$ cat config.mk
export PLATFORM = sky130hd
export DESIGN_NAME = rst_sequencer
export DESIGN_NICKNAME = d
export VERILOG_FILES = /design/src/rtl/rst_sequencer.sv
export SDC_FILE = /design/constraint.sdc
export NUM_CORES = 1
export LEC_CHECK = 0
export ABC_AREA = 1
export CAP_MARGIN = 40
export CORE_ASPECT_RATIO = 0.8
export CORE_MARGIN = 3
export CORE_UTILIZATION = 33
export CTS_BUF_LIST = sky130_fd_sc_hd__clkbuf_4 sky130_fd_sc_hd__clkbuf_8 sky130_fd_sc_hd__clkbuf_16
export DETAILED_ROUTE_END_ITERATION = 10
export MAX_ROUTING_LAYER = met4
export SYNTH_ARGS = -nofsm -noshare
export SYNTH_HDL_FRONTEND = slang
export SYNTH_SLANG_ARGS = --single-unit
$ cat constraint.sdc
create_clock -name clk -period 1.8 [get_ports clk]
set_clock_uncertainty 0.2 [all_clocks]
set_input_delay 0.36 -clock clk [delete_from_list [all_inputs] [get_ports clk]]
set_output_delay 0.36 -clock clk [all_outputs]
set_load 0.01 [all_outputs]
$ cat src/rtl/rst_sequencer.sv
// Start-up/reset sequencer: synchronises lock and button, debounces the button, and holds
// rst_out for HOLD_CYCLES after lock. Define RST_SEQ_LOCK_LOSS_EN to re-enter reset on lock loss in RUN.
module rst_sequencer #(
  parameter int SYNC_STAGES     = 2,
  parameter int DEBOUNCE_CYCLES = 400000,
  parameter int HOLD_CYCLES     = 16
) (
  input  logic       clk,
  input  logic       rst,
  input  logic       btn_raw,
  input  logic       locked_async,
  output logic       rst_out,
  output logic       ready,
  output logic [1:0] rst_cause
);

  // state     | meaning
  // WAIT_LOCK | clock not locked, reset asserted
  // HOLD      | locked, counting hold cycles before release
  // RUN       | reset released, functional top running
  // BTN       | button held, reset asserted until release
  typedef enum logic [1:0] {WAIT_LOCK, HOLD, RUN, BTN} state_t;

  // +1 keeps both widths non-zero and able to hold the terminal value
  localparam int DB_W   = $clog2(DEBOUNCE_CYCLES + 1);
  localparam int HOLD_W = $clog2(HOLD_CYCLES + 1);
  localparam logic [DB_W-1:0]   DB_LAST   = DB_W'(DEBOUNCE_CYCLES - 1);
  localparam logic [HOLD_W-1:0] HOLD_LAST = HOLD_W'(HOLD_CYCLES - 1);

  logic [SYNC_STAGES-1:0] r_lock_sync;
  logic [SYNC_STAGES-1:0] r_btn_sync;
  logic                   w_lock_s;
  logic                   w_btn_s;
  logic                   r_btn_db;
  logic [DB_W-1:0]        r_db_cnt;
  state_t                 r_state;
  state_t                 w_state_nxt;
  logic [HOLD_W-1:0]      r_hold_cnt;
  logic [HOLD_W-1:0]      w_hold_nxt;
  logic                   r_rst_out;
  logic                   r_ready;
  logic [1:0]             r_rst_cause;

  assign w_lock_s  = r_lock_sync[SYNC_STAGES-1];
  assign w_btn_s   = r_btn_sync[SYNC_STAGES-1];
  assign rst_out   = r_rst_out;
  assign ready     = r_ready;
  assign rst_cause = r_rst_cause;

  always_ff @(posedge clk) begin
    if (rst) begin
      r_lock_sync <= '0;
      r_btn_sync  <= '0;
    end else begin
      r_lock_sync <= {r_lock_sync[SYNC_STAGES-2:0], locked_async};
      r_btn_sync  <= {r_btn_sync[SYNC_STAGES-2:0], btn_raw};
    end
  end

  // Debounced level flips only after DEBOUNCE_CYCLES consecutive disagreeing samples
  always_ff @(posedge clk) begin
    if (rst) begin
      r_btn_db <= 1'b0;
      r_db_cnt <= '0;
    end else if (w_btn_s == r_btn_db) begin
      r_db_cnt <= '0;
    end else if (r_db_cnt == DB_LAST) begin
      r_btn_db <= ~r_btn_db;
      r_db_cnt <= '0;
    end else begin
      r_db_cnt <= r_db_cnt + DB_W'(1);
    end
  end

  always_comb begin
    w_state_nxt = r_state;
    w_hold_nxt  = r_hold_cnt;
    unique case (r_state)
      WAIT_LOCK: begin
        if (w_lock_s) begin
          w_state_nxt = HOLD;
          w_hold_nxt  = '0;
        end
      end
      HOLD: begin
        if (!w_lock_s) begin
          w_state_nxt = WAIT_LOCK;
        end else if (r_btn_db) begin
          w_hold_nxt = '0;
        end else if (r_hold_cnt == HOLD_LAST) begin
          w_state_nxt = RUN;
        end else begin
          w_hold_nxt = r_hold_cnt + HOLD_W'(1);
        end
      end
      RUN: begin
        if (r_btn_db) begin
          w_state_nxt = BTN;
        end
`ifdef RST_SEQ_LOCK_LOSS_EN
        else if (!w_lock_s) begin
          w_state_nxt = WAIT_LOCK;
        end
`endif
      end
      BTN: begin
        if (!r_btn_db) begin
          w_state_nxt = HOLD;
          w_hold_nxt  = '0;
        end
      end
      default: w_state_nxt = WAIT_LOCK;
    endcase
  end

  // Outputs are registered from next state so they change on the same edge as the state
  always_ff @(posedge clk) begin
    if (rst) begin
      r_state     <= WAIT_LOCK;
      r_hold_cnt  <= '0;
      r_rst_out   <= 1'b1;
      r_ready     <= 1'b0;
      r_rst_cause <= 2'b01;
    end else begin
      r_state    <= w_state_nxt;
      r_hold_cnt <= w_hold_nxt;
      r_rst_out  <= (w_state_nxt != RUN);
      r_ready    <= (w_state_nxt == RUN);
      if (r_state == RUN && w_state_nxt != RUN) begin
        r_rst_cause <= (w_state_nxt == BTN) ? 2'b10 : 2'b01;
      end
    end
  end

endmodule

# After elaboration in Yosys (flattened, before gate mapping)

Cells that the tools add are included.

Flip-flop bits (word level): 35
Input port bits: 4

Bitwise logic cells: 2
Reductions and logical operators: 6
Muxes and demuxes: 14
$add $sub $neg: 2
Equal/unequal tests: 13

Operator list:

| kind                                                             | number |
|---|---|
| 5-bit 2-to-1 mux                                                 | 5 |
| 19-bit by 1-bit adder with 19-bit output (second input constant) | 1 |
| 19-bit == test (second input constant)                           | 1 |
| 5-bit one-hot mux with 3 select lines                            | 1 |
| 2-bit 2-to-1 mux                                                 | 7 |
| 2-bit == test (second input constant)                            | 4 |
| 2-bit inequality test (second input constant)                    | 4 |
| 2-bit one-hot mux with 4 select lines                            | 1 |
| 5-bit by 1-bit adder with 5-bit output (second input constant)   | 1 |
| 5-bit by 4-bit == test with 1-bit output (second input constant) | 1 |
| 5-bit AND reduction                                              | 1 |
| 3-bit inequality test (second input constant)                    | 1 |
| 3-bit nonzero test                                               | 1 |
| 3-bit OR reduction                                               | 1 |
| 2-bit by 1-bit == test with 1-bit output (second input constant) | 1 |
| 2-bit logical NOT                                                | 1 |
| 1-bit NOT                                                        | 2 |
| 2-bit AND reduction                                              | 1 |
| 1-bit == test                                                    | 1 |
| 1-bit logical AND                                                | 1 |

# Depth between registers and ports, before layout

Word-level depth: 7
Mapped depth: 12
Gate-level depth less buffers: 12

# Worst setup path before layout

Ideal clock, no wire load.

Kind: register to register
Start point: register r_hold_cnt[0]
End point: register r_hold_cnt[3]
Buffers on the path: 0
Cell stages (with the launch flop): 13
Required time: 1536 ps
Arrival: 1408 ps
Clock period less this slack: 1672 ps
Setup slack: 128 ps
Library setup time: 64 ps
Cells stage by stage: dfxtp_1 > ha_1 > nand2_1 > nor2_1 > ha_1 > nand2_1 > nor2_1 > inv_1 > nand2_2 > inv_2 > nand2_1 > nand2_1 > nor2_1

Cells in the longest elaborated chain, start to end: 5
Elaborated cells on any way between the ends: 8
Classes of those cells: 1 x add/sub; 2 x eq/ne; 4 x mux; 1 x reduce/logical

RTL lines:

| item                                   | RTL line | RTL |
|---|---|---|
| start, declared                        | 38       | `logic [HOLD_W-1:0] r_hold_cnt;` |
| start signal, assigned                 | 126      | `r_hold_cnt <= w_hold_nxt;` |
| 5-bit by 1-bit adder with 5-bit output | 93       | `w_hold_nxt = r_hold_cnt + HOLD_W'(1);` |
| 5-bit 2-to-1 mux                       | 90       | `end else if (r_hold_cnt == HOLD_LAST) begin` |
| 5-bit 2-to-1 mux                       | 88       | `end else if (r_btn_db) begin` |
| 5-bit 2-to-1 mux                       | 86       | `if (!w_lock_s) begin` |
| 5-bit one-hot mux with 3 select lines  | 78       | `unique case (r_state)` |

Parallel ways exist; a longest one is shown, timed or not. The select of a mux whose other input is x is not followed.
A chain may end at the register's enable or synchronous reset.

# Worst setup path after layout

Start point: register r_hold_cnt[1]
End point: register r_hold_cnt[3]

The elaborated chain is that of the path after synthesis.

==> summary.md <==
| Metric | Value |
|---|---|
| Result of the run | `finished, final reports clean` |
| Final HPWL from detailed placement | `2.40 mm` |
| Final global-route overflow total | `0` |
| Number of nets in the final layout | `263` |
| Final setup violation count | `0` |
| Met1 Usage GRT | `0.179` |
| Placement-stage worst setup slack | `-0.00637 ns` |
| Diode count | `0` |
| Sequential fraction of the synthesis area | `0.418` |
| Count of non-filler cells in the finished layout | `317` |
| Met2 track demand over resource in global routing | `0.150` |
| Clock Root Buffer | `sky130_fd_sc_hd__clkbuf_8` |
| Clk sink count | `35` |
| Post-synthesis cell area | `0.00168 mm^2` |
| Share of flip-flops with an asynchronous set or reset | `0` |
| Count of mapped cells out of synthesis | `234` |
| Final critical-path required period | `1.75 ns` |
| Post-route cell area | `0.00202 mm^2` |
| Vias after detailed routing | `1421` |
| Nature of the critical path startpoint | `register` |
| Count of final hold-check violations | `0` |
| Fraction of final layout cells with drive strength greater than 1 | `0.226` |
| Detailed Route Iter0 Violations | `96` |
| Areal power density over the cells | `681 mW/mm^2` |
| Met3 track demand over resource in global routing | `0.0321` |
| GPL Wtd Cong | `0.759` |
| WL/cell | `10.3 um` |
| Peak Freq | `570 MHz` |
| Pin count of the biggest net entering global routing | `19` |
| Die Height | `69.8 um` |
| Post-synthesis area per instance | `7.17 um^2` |
| Wire length after detailed routing | `3.28 mm` |
| Placed insts | `308` |
| CP Data Required Time | `1.78 ns` |
| Post-synthesis register bit count | `35` |
| Post-route total power | `1.38 mW` |
| Clock buffer count from CTS | `5` |
| Wire length of the first global-routing pass | `5.64 mm` |
| Floorplan core area | `0.00473 mm^2` |
| Area share of the leading cell type in the synthesized netlist | `0.418` |
| Count of unresolved DRC violations after routing | `0` |
| Layout filler cell count | `495` |
| Post-placement cell area | `0.00187 mm^2` |
| Clock tree from TritonCTS | `done` |
| Maximum Capacitance Violations | `0` |
| Worst hold-check slack | `0.200 ns` |
| # port buffers | `7` |
| Number of synthesized flops with an enable pin | `0` |
| Post-route worst setup slack | `0.0455 ns` |
| Leakage power summed over all cells | `0.685 nW` |
| Type of the worst setup path | `reg -> reg` |
| Die Outline Area | `0.00598 mm^2` |
| Min-delay worst type | `reg -> reg` |
| Sequential cell area | `703 um^2` |
| Total GRT Usage | `0.121` |
| Nature of the critical path endpoint | `register` |
| Total negative setup slack | `0 ns` |
| Netlist cell types | `23` |
| Multi-input gate area | `905 um^2` |
| Source-to-sink clock delay at the later pin of the worst-skew pair | `0.28 ns` |
| Number of core rows | `22` |
| Top Usage Layer GRT | `met1` |
| Cell accounting for the most synthesized area | `sky130_fd_sc_hd__dfxtp_1` |
| Antenna viol nets, final | `0` |
| Final Max Slew Viols | `0` |
| Post-layout utilization of the core | `0.427` |
| Most area-consuming cells after synthesis | `sky130_fd_sc_hd__dfxtp_1 42%, sky130_fd_sc_hd__nand2_1 13%, sky130_fd_sc_hd__nor2_1 9.2%, sky130_fd_sc_hd__inv_1 5.4%, sky130_fd_sc_hd__a21oi_1 4.2%` |
| CTS clk-pin slew, worst paths | `0.07 ns` |
| Slew Limit Headroom | `0.778` |
| Crit path max fanout | `2` |
| Cts-stage hold buffer count | `0` |
| Area delta synth->final | `20.4%` |
| Ys flop type | `sky130_fd_sc_hd__dfxtp_1` |
| Maximum clock insertion buffer count | `2` |
| Part of the cycle the worst path needs | `0.975` |
| Pre-antenna DRT Iters | `5` |
| Number of antenna violations at the first check in global routing | `0` |
| Worst supply voltage drop on vdd | `0.329 mV` |
| Via count of the first global-routing pass | `1265` |
| Overall die width | `85.7 um` |
| Effective utilization at floorplan | `0.354` |
| Vias per Instance | `4.48` |
| Yosys warns | `0` |
| Number of nets in the synthesized netlist | `241` |
| # H-tree levels | `2` |
| Arrival time worst endpoint | `1.74 ns` |
| Transition time of the tightest slew-check pin | `0.332 ns` |
| IO Pins | `8` |
## sequential cells by signal (all words and copies together) (netlist names)
signal / cells
r_db_cnt: 19
r_hold_cnt: 5
r_btn_sync: 2
r_lock_sync: 2
r_state: 2
rst_cause: 2
r_btn_db: 1
ready: 1
rst_out: 1
## cells in the mapped netlist (all sizes together), types with 3 or more instances
master / instances
inv: 27
dfxtp: 35
or2: 3
nor2: 51
xor2: 3
nand2: 61
o21ai: 5
nand3b: 3
a21oi: 18
nand4: 5
ha: 3
nand3: 13
## critical path, cell delays in order, from the launching register on
cell and delay [ns]:
sky130_fd_sc_hd__dfxtp_2 0.35, sky130_fd_sc_hd__ha_4 0.14, sky130_fd_sc_hd__nand2_2 0.06, sky130_fd_sc_hd__nor2_2 0.12
sky130_fd_sc_hd__ha_2 0.19, sky130_fd_sc_hd__nand2_2 0.06, sky130_fd_sc_hd__nor2_4 0.12, sky130_fd_sc_hd__inv_2 0.07
sky130_fd_sc_hd__buf_6 0.12, sky130_fd_sc_hd__nand3_2 0.06, sky130_fd_sc_hd__nand2_1 0.05, sky130_fd_sc_hd__nand2_1 0.07
sky130_fd_sc_hd__nor2_2 0.04
## kinds of logic (layout without fill, tap and decap cells)
kind of cell               Yosys count  count (layout)  synth area share
adders and majority gates            3               3            0.0224
AOI/OAI and AO/OA                   24              24            0.0828
and+or+nand+nor                    138             138             0.376
xor gates and xnor gates             5               5            0.0261
buffers and inverters               29              52            0.0753
DFF                                 35              35             0.418
## layout by cell type (no fill, tap or decap), drive strengths merged, types with 3 or more instances in the layout
master	n
or2	3
nor2	51
clkdlybuf4s50	7
dfxtp	35
inv	27
nand3	13
a21oi	18
ha	3
xor2	3
nand4	5
buf	10
nand3b	3
o21ai	5
nand2	61
clkbuf	5
clkinv	3
## power breakdown
part           leakage (nW)  internal [mW]  switching (mW)
sequential            0.284          0.782         0.00419
combinational         0.354         0.0221          0.0278
clock                0.0477          0.264           0.275
## final timing paths
kind,startpoint,end,slack [ns],depth (start not counted)
setup / recovery,r_hold_cnt[1]$_SDFFE_PP0P_,r_hold_cnt[3]$_SDFFE_PP0P_,0.05,12
hold / removal,r_btn_sync[0]$_SDFF_PP0_,r_btn_sync[1]$_SDFF_PP0_,0.20,2
setup reg to reg,r_hold_cnt[1]$_SDFFE_PP0P_,r_hold_cnt[3]$_SDFFE_PP0P_,0.05,12
hold reg to reg,r_btn_sync[0]$_SDFF_PP0_,r_btn_sync[1]$_SDFF_PP0_,0.20,2
## routing by layer
metal  routed length [um]  vias to the layer above
met2                 1300                       27
li1                     -                      782
met4                   64                        0
met1                 1750                      605
met5                    0                        -
met3                  161                        7
## area by class of cell
class | instances | share of cell area
repair buffers | 17 | 0.0755
well taps | 60 | 0.0372
inverters | 27 | 0.0502
clock inverters | 3 | 0.00743
multi-input cells | 170 | 0.448
flip-flops and latches | 35 | 0.348
clock buffers | 5 | 0.0341
## what timing repair did
action                                  4_1_cts  5_1_grt
resized for setup                             0       20
buffers inserted                              0        1
hold endpoints to repair                      0        0
endpoints found under the setup margin        0        7
No activity file was read; power rests on OpenSTA's default activity.
